## src/rtl/trap_sequencer.sv

```systemverilog
// Machine external interrupt trap sequencer: latches interrupt edges, arbitrates by
// lowest index, and drives the flush / CSR-write / redirect sequence for entry and mret.
module trap_sequencer #(
    parameter int P_NIRQ = 6,
    parameter int P_ID_W = 3
) (
    input  logic              i_CLK,
    input  logic              i_RSTn,
    input  logic [P_NIRQ-1:0] i_MEI,
    input  logic [P_NIRQ-1:0] i_MIE,
    input  logic [31:0]       i_MTVEC,
    input  logic              i_BOUNDARY,
    input  logic [31:0]       i_PC,
    input  logic [31:0]       i_INSTR,
    input  logic              i_MRET,
    output logic              o_FLUSH,
    output logic              o_PC_LOAD,
    output logic [31:0]       o_PC_TARGET,
    output logic              o_TRAP_WE,
    output logic [31:0]       o_MEPC,
    output logic [31:0]       o_MTVAL,
    output logic [31:0]       o_MCAUSE,
    output logic              o_IN_TRAP,
    output logic [P_NIRQ-1:0] o_PENDING
);

    typedef enum logic [2:0] {
        S_IDLE, S_WAIT, S_FLUSH, S_ENTER, S_HANDLER, S_RETURN
    } state_t;

    state_t              state_q;
    logic [P_NIRQ-1:0]   mei_q;
    logic                armed_q;
    logic [P_NIRQ-1:0]   pending_q, pending_d;
    logic [P_ID_W-1:0]   id_q;
    logic [31:0]         mepc_q, mtval_q, mcause_q;
    logic                flush_q, we_q, load_q, in_trap_q;
    logic [31:0]         tgt_q;

    logic [P_NIRQ-1:0]   rise, eligible, clr;
    logic [P_ID_W-1:0]   sel_id;
    logic [31:0]         base, vec_tgt;

    function automatic logic [P_ID_W-1:0] lowest_id(input logic [P_NIRQ-1:0] v);
        lowest_id = '0;
        for (int k = P_NIRQ - 1; k >= 0; k--)
            if (v[k]) lowest_id = P_ID_W'(k);
    endfunction

    // armed_q masks the first post-reset cycle so lines held high through reset are not edges
    always_comb begin
        rise      = armed_q ? (i_MEI & ~mei_q) : '0;
        eligible  = pending_q & i_MIE;
        sel_id    = lowest_id(eligible);
        clr       = (state_q == S_FLUSH) ? ({{(P_NIRQ-1){1'b0}}, 1'b1} << id_q) : '0;
        pending_d = (pending_q & ~clr) | rise;
        base      = {i_MTVEC[31:2], 2'b00};
        vec_tgt   = (i_MTVEC[1:0] == 2'b01)
                    ? base + {{(30-P_ID_W){1'b0}}, id_q, 2'b00}
                    : base;
    end

    always_ff @(posedge i_CLK) begin
        if (!i_RSTn) begin
            state_q   <= S_IDLE;
            mei_q     <= '0;
            armed_q   <= 1'b0;
            pending_q <= '0;
            id_q      <= '0;
            mepc_q    <= '0;
            mtval_q   <= '0;
            mcause_q  <= '0;
            flush_q   <= 1'b0;
            we_q      <= 1'b0;
            load_q    <= 1'b0;
            tgt_q     <= '0;
            in_trap_q <= 1'b0;
        end else begin
            mei_q     <= i_MEI;
            armed_q   <= 1'b1;
            pending_q <= pending_d;
            flush_q   <= 1'b0;
            we_q      <= 1'b0;
            load_q    <= 1'b0;
            tgt_q     <= '0;
            in_trap_q <= 1'b0;
            // Output registers are loaded with the values belonging to the state being entered
            case (state_q)
                S_IDLE: begin
                    if (|eligible) state_q <= S_WAIT;
                end
                S_WAIT: begin
                    if (!(|eligible)) begin
                        state_q <= S_IDLE;
                    end else begin
                        id_q <= sel_id;
                        if (i_BOUNDARY) begin
                            mepc_q   <= i_PC;
                            mtval_q  <= i_INSTR;
                            mcause_q <= 32'h8000_0000 | (32'd1 << sel_id);
                            flush_q  <= 1'b1;
                            we_q     <= 1'b1;
                            state_q  <= S_FLUSH;
                        end
                    end
                end
                S_FLUSH: begin
                    load_q  <= 1'b1;
                    tgt_q   <= vec_tgt;
                    state_q <= S_ENTER;
                end
                S_ENTER: begin
                    in_trap_q <= 1'b1;
                    state_q   <= S_HANDLER;
                end
                S_HANDLER: begin
                    if (i_MRET) begin
                        flush_q <= 1'b1;
                        load_q  <= 1'b1;
                        tgt_q   <= mepc_q;
                        state_q <= S_RETURN;
                    end else begin
                        in_trap_q <= 1'b1;
                    end
                end
                S_RETURN: begin
                    state_q <= S_IDLE;
                end
                default: state_q <= S_IDLE;
            endcase
        end
    end

    assign o_FLUSH     = flush_q;
    assign o_TRAP_WE   = we_q;
    assign o_PC_LOAD   = load_q;
    assign o_PC_TARGET = tgt_q;
    assign o_IN_TRAP   = in_trap_q;
    assign o_MEPC      = mepc_q;
    assign o_MTVAL     = mtval_q;
    assign o_MCAUSE    = mcause_q;
    assign o_PENDING   = pending_q;

endmodule
```

## config.mk

```make
export PLATFORM = sky130hd
export DESIGN_NAME = trap_sequencer
export DESIGN_NICKNAME = d
export VERILOG_FILES = /design/src/rtl/trap_sequencer.sv
export SDC_FILE = /design/constraint.sdc
export NUM_CORES = 1
export LEC_CHECK = 0
export ABC_CLOCK_PERIOD_IN_PS = 2150
export CORE_MARGIN = 5
export CORE_UTILIZATION = 30
export CTS_CLUSTER_DIAMETER = 100
export DETAILED_ROUTE_END_ITERATION = 16
export DONT_BUFFER_PORTS = 1
export GPL_ROUTABILITY_DRIVEN = 0
export GPL_TIMING_DRIVEN = 0
export PLACE_DENSITY = 0.51
export SLEW_MARGIN = 20
export SYNTH_ARGS = -nofsm -noshare
export SYNTH_HDL_FRONTEND = slang
export SYNTH_SLANG_ARGS = --single-unit
```

## constraint.sdc

```tcl
create_clock -name i_CLK -period 2.15 [get_ports i_CLK]
set_input_delay 0.215 -clock i_CLK [delete_from_list [all_inputs] [get_ports i_CLK]]
set_output_delay 0.215 -clock i_CLK [all_outputs]
set_load 0.02 [all_outputs]
```

==> flow_summary.toml, run 1 <==
[status]
status = "complete, no violations"

[logic_synthesis]
synth_flop_cell = "dfxtp_1"
syn_avg_cell_area_um2 = 8.65
synth-simple-area-share_pct = 25.3
synth_compound_area_share_pct = 16.2
syn_inst = 646
synth_edf_count = 0
mappedNetlistArea_um2 = 5590
synth_top_family_by_area = "simple AND/OR/NAND/NOR gates"
synth_xor_area_share_pct = 4.23
muxShareOfSynthArea_pct = 0.537
synth-seq-cells = 128
seq_area_frac_synth_pct = 45.9
async_flop_share_pct = 0
synthAdderAreaFrac_pct = 1.03
ys_types = 53
yosys_warnings = 0

[power]
switchingPower_mw = 1.40
swShare_pct = 23.3
combPwrFrac_pct = 8.9
ir_worst_vdd_uv = 521
intPower_mw = 4.60
p_per_area_nw_per_um2 = 796
power_leakage_nw = 2.78
pwr-share-clk_pct = 48.4
p_seq_share_pct = 42.7

[sta]
hold_viol = 0
layout_worst_path_cycle_share_pct = 96.8
rsz0062_at_grt = "true"
slew_viol_final = 0
min_period_ns = 2.08
finalSetupTns_ns = 0
worst_pin_slew_ns = 0.636
slew_headroom_pct = 57.2
max_clock_freq_mhz = 480
skew_ns = 0.00987
setup_viol_count_final = 0

[cts]
clk_pin_slew_ns = 0.05
htree_levels = 4
cts_tree = "yes"
cts_max_path_buffers = 2
cts_inserted_buffers = 17
clock-sinks = 128
cts_root_buf = "clkbuf_16"
clock_latency_ns = 0.41

[finish]
utilization_pct = 40.7
layout-area-overhead-vs-synth_pct = 34.8
multi_input_area_um2 = 2780
antenna_cells = 0
seq_area_um2 = 2570
final_common_cell = "nand2_1"
drive_above_1_share_pct = 13.5
n_fill_cell = 1827
nets = 896
final_cells = 1024
final_cell_mix = "nand2_1, dfxtp_1, dlygate4sd3_1"

[die]
die_area_um2 = 21500
io-pin-count = 250
initial_core_util_pct = 30.2
rows = 50
fp.dieH_um = 146
core_um2 = 18500
die_w_um = 146

[grt]
grt_util_all_layers_pct = 17.0
first_global_vias = 5023
antenna_found_initial = 0
grt_start_max_net_pins = 17
grt_first_pass_wirelength_um = 28600
grt.overflow.total = 0

[detailed_routing]
routed-via-count = 4901
wl_um = 18600
viasPerCell = 4.79
wl_per_cell_um = 18.2
drt_iter0_drc = 180
first_pass_iters = 5
ant_nets = 0
drc = 0

[critical_path]
worstReg2RegStart = "id_q[0]$_SDFFE_PN0P_"
rr_endpoint = "o_PC_TARGET[22]$_SDFF_PN0_"
path_cells = "ha_1, fa_1, a21oi_4, nand4b_4, nor3_1, xnor2_1, o21ai_0"
arrival_ns = 2.40
crit_fanout = 7
critPathKind = "flip-flop to flip-flop"
cp.required_ns = 2.47
cp_slowest_cell = "fa_1"
regToRegSetupSlack_ns = 0.07
cp-end-kind = "flip-flop"
critPathMaxStageDelay_ns = 0.46
reg2reg_depth = 7
start_kind = "flip-flop"

[hold_path]
hold_end = "o_PC_TARGET[9]$_SDFF_PN0_"
hp-class = "input port to flip-flop"
hold_start = "i_MTVEC[9]"
hold_depth = 2

[placed_design]
portBuffers = 0
hpwl_um = 13500
placed_cells = 902

[run]
maxCapViolCount = 0
-- metal layers --
layer,track usage (%),up-vias,share of wire (%)
met5,0,-,0
met4,4.56,0,1.4
met3,8.44,20,10
met2,28.8,221,48
met1,19.2,2263,40
li1,-,2397,-
-- Yosys cell counts, types with 6 or more instances --
cell	n	share of area (%)
and3_1	7	0.78
clkbuf_1	16	1.1
xnor2_1	22	3.4
nor2_1	17	1.1
dfxtp_1	128	46
and2_1	12	1.3
a21boi_0	73	9.8
nor2b_1	7	0.78
nand3b_1	7	0.94
nand3_1	10	0.90
a22oi_1	8	1.1
buf_4	25	3.4
nand2_1	181	12
o21ai_0	23	2.1
inv_1	6	0.40
buf_2	14	1.3
o21ai_1	9	0.81
nor3_1	8	0.72
-- power groups by stage --
stage	Clock, mW	Combinational [mW]	Sequential, mW
after global routing	3.09	0.591	2.57
after floorplan	0	0.300	2.59
after detailed placement	0	0.379	2.61
after global placement	0	0.368	2.61
final	2.90	0.534	2.56
after CTS	2.96	0.520	2.56
-- stage by stage --
stage / area, µm² / setup WS (ns) / hold slack (ns) / power, mW
final: 7530 / 0.0679 / 0.0183 / 5.99
after floorplan: 5670 / 0.333 / 0.243 / 2.89
after detailed placement: 5960 / -0.122 / 0.243 / 2.99
after CTS: 7450 / 0.0282 / 0.00421 / 6.04
after global placement: 5960 / -0.134 / 0.243 / 2.98
after global routing: 7530 / -0.0288 / 0.0219 / 6.25
-- worst max-delay path by stage --
stage | startpoint | endpoint | slack, ns | depth (start not counted)
floorplan | id_q[0]$_SDFFE_PN0P_ | o_PC_TARGET[30]$_SDFF_PN0_ | 0.33 | 7
global placement | id_q[0]$_SDFFE_PN0P_ | o_PC_TARGET[22]$_SDFF_PN0_ | -0.13 | 7
detailed placement | id_q[0]$_SDFFE_PN0P_ | o_PC_TARGET[28]$_SDFF_PN0_ | -0.12 | 7
CTS | o_PENDING[2]$_SDFF_PN0_ | o_MEPC[27]$_SDFFE_PN0P_ | 0.03 | 8
global route | id_q[0]$_SDFFE_PN0P_ | o_PC_TARGET[28]$_SDFF_PN0_ | -0.03 | 7
finish | id_q[0]$_SDFFE_PN0P_ | o_PC_TARGET[22]$_SDFF_PN0_ | 0.07 | 7
-- worst max-delay path, delay by kind of cell, from the launching register on --
family	cells	cell delay, ns
DFF	1	0.37
AOI/OAI and AO/OA	2	0.47
and+or+nand+nor	2	0.32
xor gates and xnor gates	1	0.13
adders and majority gates	2	0.70
-- what timing repair did --
action / CTS / global route
endpoints found under the hold margin: 95 / 0
endpoints found under the setup margin: 36 / 68
cloned: 0 / 1
gates resized for setup: 9 / 17
hold buffers: 88 / 0
pin swaps: 0 / 1
buffers inserted: 0 / 4
-- state kept, by name, indices dropped and copies added (netlist names), 3 cells and up --
name / flops
o_MEPC: 32
o_MTVAL: 32
o_PC_TARGET: 32
o_MCAUSE: 9
mei_q: 6
o_PENDING: 6
id_q: 3
state_q: 3
-- area by class of cell --
| type | count | area share (%) |
|---|---|---|
| Sequential cell | 128 | 34.2 |
| Buffer | 59 | 4.87 |
| Inverter | 6 | 0.299 |
| Clock buffer | 22 | 6.30 |
| Timing Repair Buffer | 92 | 12.1 |
| Tap cell | 234 | 3.89 |
| Clock inverter | 7 | 1.46 |
| Multi-Input combinational cell | 476 | 36.9 |
-- cells by family after synthesis --
family / Yosys count
adder cells (fa/ha/maj): 4
buffers and inverters: 65
multiplexers: 3
XOR/XNOR: 27
AND/OR/NAND/NOR: 286
AO/OA/AOI/OAI: 132
other: 1
flip-flops: 128
Power figures use the tool's default switching activity.
==> run 2: changes to the inputs <==
Settings changed: HOLD_SLACK_MARGIN set to 0.1, MAX_ROUTING_LAYER set to met4.
==> run 2 against run 1 <==
Net effect:
- first-iteration DRC count up 2.8%
- critical path depth fell by 1
- core utilization up 0.84 points
- clock skew hardly changed
- clock power about the same
- routed wire length grew 2.0%
- register-to-register slack better by 0.03 ns
- critical endpoint is now o_PC_TARGET[29]$_SDFF_PN0_
- largest cell class unchanged
- fmax up 1.3%
- die area stayed put
- combinational power increased by 5.4%
- worst setup slack improved by 0.027 ns
==> flow_summary.toml, run 2 (synthesis results as in run 1) <==
[power]
pwr-share-clk_pct = 48.2
combPwrFrac_pct = 9.3
power_leakage_nw = 2.84
p_per_area_nw_per_um2 = 784
switchingPower_mw = 1.41
ir_worst_vdd_uv = 520
p_seq_share_pct = 42.5
swShare_pct = 23.4
intPower_mw = 4.62

[cts]
htree_levels = 4
cts_max_path_buffers = 2
cts_inserted_buffers = 17
cts_root_buf = "clkbuf_16"
cts_tree = "yes"
clock_latency_ns = 0.41
clk_pin_slew_ns = 0.05
clock-sinks = 128

[die]
initial_core_util_pct = 30.2
die_area_um2 = 21500
io-pin-count = 250
die_w_um = 146
rows = 50
fp.dieH_um = 146
core_um2 = 18500

[placed_design]
placed_cells = 902
dp_slack_ns = -0.122
hpwl_um = 13500
portBuffers = 0

[sta]
max_clock_freq_mhz = 487
finalWorstSetupSlack_ns = 0.0953
worst_pin_slew_ns = 0.642
holdWs_ns = 0.127
hold_viol = 0
skew_ns = 0.00952
finalSetupTns_ns = 0
layout_worst_path_cycle_share_pct = 95.6
slew_viol_final = 0
slew_headroom_pct = 56.8
rsz0062_at_grt = "true"
min_period_ns = 2.05
setup_viol_count_final = 0

[finish]
n_fill_cell = 1812
final_common_cell = "nand2_1"
seq_area_um2 = 2570
drive_above_1_share_pct = 13.2
antenna_cells = 0
nets = 912
final_cell_mix = "nand2_1, dfxtp_1, dlygate4sd3_1"
multi_input_area_um2 = 2780
layout-area-overhead-vs-synth_pct = 37.6
final_cells = 1040

[grt]
grt_util_all_layers_pct = 17.9
grt.overflow.total = 0
first_global_vias = 5101
grt_start_max_net_pins = 17
grt_first_pass_wirelength_um = 29200
antenna_found_initial = 0

[critical_path]
critPathMaxStageDelay_ns = 0.58
cp-end-kind = "flip-flop"
crit_fanout = 7
cp.required_ns = 2.44
crit_family = "simple AND/OR/NAND/NOR gates"
critPathKind = "flip-flop to flip-flop"
path_cells = "ha_1, a211oi_1, or3_2, nor4_4, xnor2_1, o21ai_1"
start_kind = "flip-flop"
crit_buf_inv = 0
arrival_ns = 2.34
cp_slowest_cell = "or3_2"

[run]
maxCapViolCount = 0

[detailed_routing]
drc = 0
drt-met1-wl_um = 7820
wl_um = 19000
first_pass_iters = 4
wl_met2_um = 9190
highest_layer = "met4"
ant_nets = 0
drt_iter0_drc = 185
wl_per_cell_um = 18.3
routed-via-count = 4975
wl_met3_um = 1760
viasPerCell = 4.78

[hold_path]
hp-class = "input port to flip-flop"

[status]
status = "complete, no violations"
run 2: cell type report:
cell class,count,area share (%)
timing repair buffer,108,13.9
buffer,59,4.77
sequential,128,33.5
clock inverter,7,1.43
multi-input combinational,476,36.1
inverter,6,0.293
tap,234,3.81
clock buffer,22,6.17
run 2: power groups by stage:
stage               clock network [mW]  logic [mW]  registers (mW)
floorplan                            0       0.300            2.59
global placement                     0       0.368            2.61
detailed placement                   0       0.379            2.61
CTS                               2.96       0.550            2.56
global route                      3.09       0.621            2.57
finish                            2.90       0.563            2.56
run 2: worst min-delay path, stage by stage:
cell and delay [ns]:
nand4_1 0.08, o311ai_0 0.14, nand2_1 0.07
run 2: what timing repair did:
item / in CTS / in global routing
gates cloned: 0 / 1
pin swaps: 0 / 1
endpoints found under the setup margin: 36 / 69
hold endpoints to repair: 112 / 0
resized for setup: 9 / 16
hold buffers: 104 / 0
setup buffers: 0 / 4
run 2: metal layers:
layer	GRT usage [%]	vias to the layer above
met5	-	-
met4	4.37	0
met3	7.67	18
met2	29.5	202
met1	20.2	2323
li1	-	2432
run 2: metrics by stage:
stage	cell area, µm²	util [%]	total power [mW]
2_1_floorplan	5670	-	2.89
3_3_place_gp	5960	32.2	2.98
3_5_place_dp	5960	32.2	2.99
4_1_cts	7610	41.1	6.07
5_1_grt	7690	41.5	6.28
6_report	7690	41.5	6.03
run 2: worst paths after layout:
path / from / endpoint / slack, ns / depth (start not counted)
setup / recovery: id_q[1]$_SDFFE_PN0P_ / o_PC_TARGET[29]$_SDFF_PN0_ / 0.1 / 6
hold / removal: i_MTVEC[27] / o_PC_TARGET[30]$_SDFF_PN0_ / 0.13 / 3
setup reg to reg: id_q[1]$_SDFFE_PN0P_ / o_PC_TARGET[29]$_SDFF_PN0_ / 0.1 / 6
hold reg to reg: mei_q[4]$_SDFF_PN0_ / o_PENDING[4]$_SDFF_PN0_ / 0.50 / 2
==> run 3: changes to the inputs <==
--- a/config.mk
+++ b/config.mk
@@ -8,5 +8,5 @@
 export ABC_CLOCK_PERIOD_IN_PS = 2150
 export CORE_MARGIN = 5
-export CORE_UTILIZATION = 30
+export CORE_UTILIZATION = 40
 export CTS_CLUSTER_DIAMETER = 100
 export DETAILED_ROUTE_END_ITERATION = 16
@@ -16,6 +16,5 @@
 export HOLD_SLACK_MARGIN = 0.1
 export MAX_ROUTING_LAYER = met4
-export PLACE_DENSITY = 0.51
-export SLEW_MARGIN = 20
+export PLACE_DENSITY = 0.61
 export SYNTH_ARGS = -nofsm -noshare
 export SYNTH_HDL_FRONTEND = slang
==> constraint.sdc (replaced) <==
create_clock -name i_CLK -period 2.15 [get_ports i_CLK]
set_input_delay 0.215 -clock i_CLK [delete_from_list [all_inputs] [get_ports i_CLK]]
set_output_delay 0.215 -clock i_CLK [all_outputs]
set_load 0.01 [all_outputs]
==> run 3 against run 2 <==
Net effect:
- cell count decreased by 5.2%
- routed wire length decreased by 4.7%
- die area decreased by 23%
- combinational power decreased by 4.1%
- sequential cell count unchanged
- critical path type unchanged
- clock-buffer cell count decreased by 5
- register-to-register slack about the same
- worst hold slack got worse by 0.020 ns
==> flow_summary.toml, run 3 (synthesis results as in run 1) <==
[sta]
hold_viol = 0
skew_ns = 0.00766
setup_viol_count_final = 0
worst_pin_slew_ns = 0.559
finalWorstSetupSlack_ns = 0.0977
slew_headroom_pct = 62.4
slew_viol_final = 0
max_clock_freq_mhz = 487
rsz0062_at_grt = "false"
min_period_ns = 2.05
layout_worst_path_cycle_share_pct = 95.5

[detailed_routing]
drt_iter0_drc = 310
wl_um = 18100
routed-via-count = 5107
drt-met1-wl_um = 6820
wl_per_cell_um = 18.4
first_pass_iters = 5
drc = 0
viasPerCell = 5.18
wl_met2_um = 9080
highest_layer = "met4"
wl_met3_um = 1810
ant_nets = 0

[finish]
stdcell_area_um2 = 7630
final_cell_mix = "nand2_1, dfxtp_1, dlygate4sd3_1"
drive_above_1_share_pct = 12.9
final_cells = 986
nets = 909
antenna_cells = 0
layout-area-overhead-vs-synth_pct = 36.6
final_common_cell = "nand2_1"

[grt]
grt.overflow.total = 0
antenna_found_initial = 0
grt_start_max_net_pins = 17
grt_first_pass_wirelength_um = 27400
grt_util_all_layers_pct = 22.2
first_global_vias = 5170

[cts]
cts_inserted_buffers = 17
htree_levels = 4
clk_pin_slew_ns = 0.06
cts_root_buf = "clkbuf_16"
clock-sinks = 128
clock_latency_ns = 0.42
cts_max_path_buffers = 2
cts_tree = "yes"

[critical_path]
critPathKind = "flip-flop to flip-flop"
arrival_ns = 2.34
critPathMaxStageDelay_ns = 0.49
cp.required_ns = 2.44
cp_slowest_cell = "or4_4"
crit_fanout = 7
start_kind = "flip-flop"
crit_buf_inv = 1
cp-end-kind = "flip-flop"
crit_family = "simple AND/OR/NAND/NOR gates"
path_cells = "ha_1, a211oi_2, or4_4, buf_6, nor4_4, xnor2_1, o21ai_1"

[power]
ir_worst_vdd_uv = 482
power_leakage_nw = 2.83
p_per_area_nw_per_um2 = 807

[hold_path]
hp-class = "input port to flip-flop"

[placed_design]
hpwl_um = 12600
portBuffers = 0
dp_slack_ns = -0.0606
placed_cells = 848
placed_area_um2 = 5900

[die]
initial_core_util_pct = 40.6
die_w_um = 128
rows = 43
die_area_um2 = 16400
io-pin-count = 250
fp.dieH_um = 128
core_um2 = 13800

[run]
maxCapViolCount = 0

[status]
status = "complete, no violations"
-- run 3: layout make-up --
| type | count | area [µm²] |
|---|---|---|
| inverter | 6 | 22.5 |
| buffer | 59 | 360 |
| timing repair buffer | 106 | 1050 |
| fill | 1213 | 6140 |
| clock buffer | 17 | 425 |
| clock inverter | 15 | 208 |
| sequential | 128 | 2570 |
| multi-input combinational | 475 | 2770 |
| tap | 180 | 225 |
-- run 3: layer usage --
metal  global-route usage, %  vias to the layer above
met3                    7.71                       37
met1                    23.6                     2394
met2                    37.7                      244
met5                       -                        -
met4                    8.80                        0
li1                        -                     2432
-- run 3: power by group --
part	leakage (nW)	switching, mW	internal (mW)
combinational	1.50	0.255	0.285
clock	0.297	1.15	1.95
sequential	1.04	0.0823	2.44
total	2.83	1.48	4.68
-- run 3: timing repair --
action | CTS | global route
endpoints found under the setup margin | 9 | 76
hold buffers | 103 | 0
gates resized for setup | 1 | 13
buffers inserted | 0 | 3
hold endpoints to repair | 111 | 0
pin swaps | 0 | 2
-- run 3: metrics by stage --
step	hold slack [ns]	TNS [ns]	power [mW]	utilization [%]
2_1_floorplan	0.243	0	2.83	-
3_3_place_gp	0.243	-0.100	2.91	42.8
3_5_place_dp	0.243	-0.273	2.92	42.8
4_1_cts	0.108	0	6.17	55.0
5_1_grt	0.133	0	6.38	55.4
6_report	0.107	0	6.16	55.4
-- run 3: worst reg2reg max path: stages (launching register included) --
cell and delay [ns]:
dfxtp_1 0.41, ha_1 0.34, a211oi_2 0.09, or4_4 0.49, buf_6 0.17, nor4_4 0.14, xnor2_1 0.18, o21ai_1 0.10
-- run 3: path summary, 6_finish.rpt --
| path | from | endpoint | slack (ns) | cells past startpoint |
|---|---|---|---|---|
| setup reg to reg | id_q[1]$_SDFFE_PN0P_ | o_PC_TARGET[25]$_SDFF_PN0_ | 0.1 | 7 |
| hold reg to reg | mei_q[4]$_SDFF_PN0_ | o_PENDING[4]$_SDFF_PN0_ | 0.50 | 2 |
| setup / recovery | id_q[1]$_SDFFE_PN0P_ | o_PC_TARGET[25]$_SDFF_PN0_ | 0.1 | 7 |
| hold / removal | i_MTVEC[2] | o_PC_TARGET[2]$_SDFF_PN0_ | 0.11 | 4 |
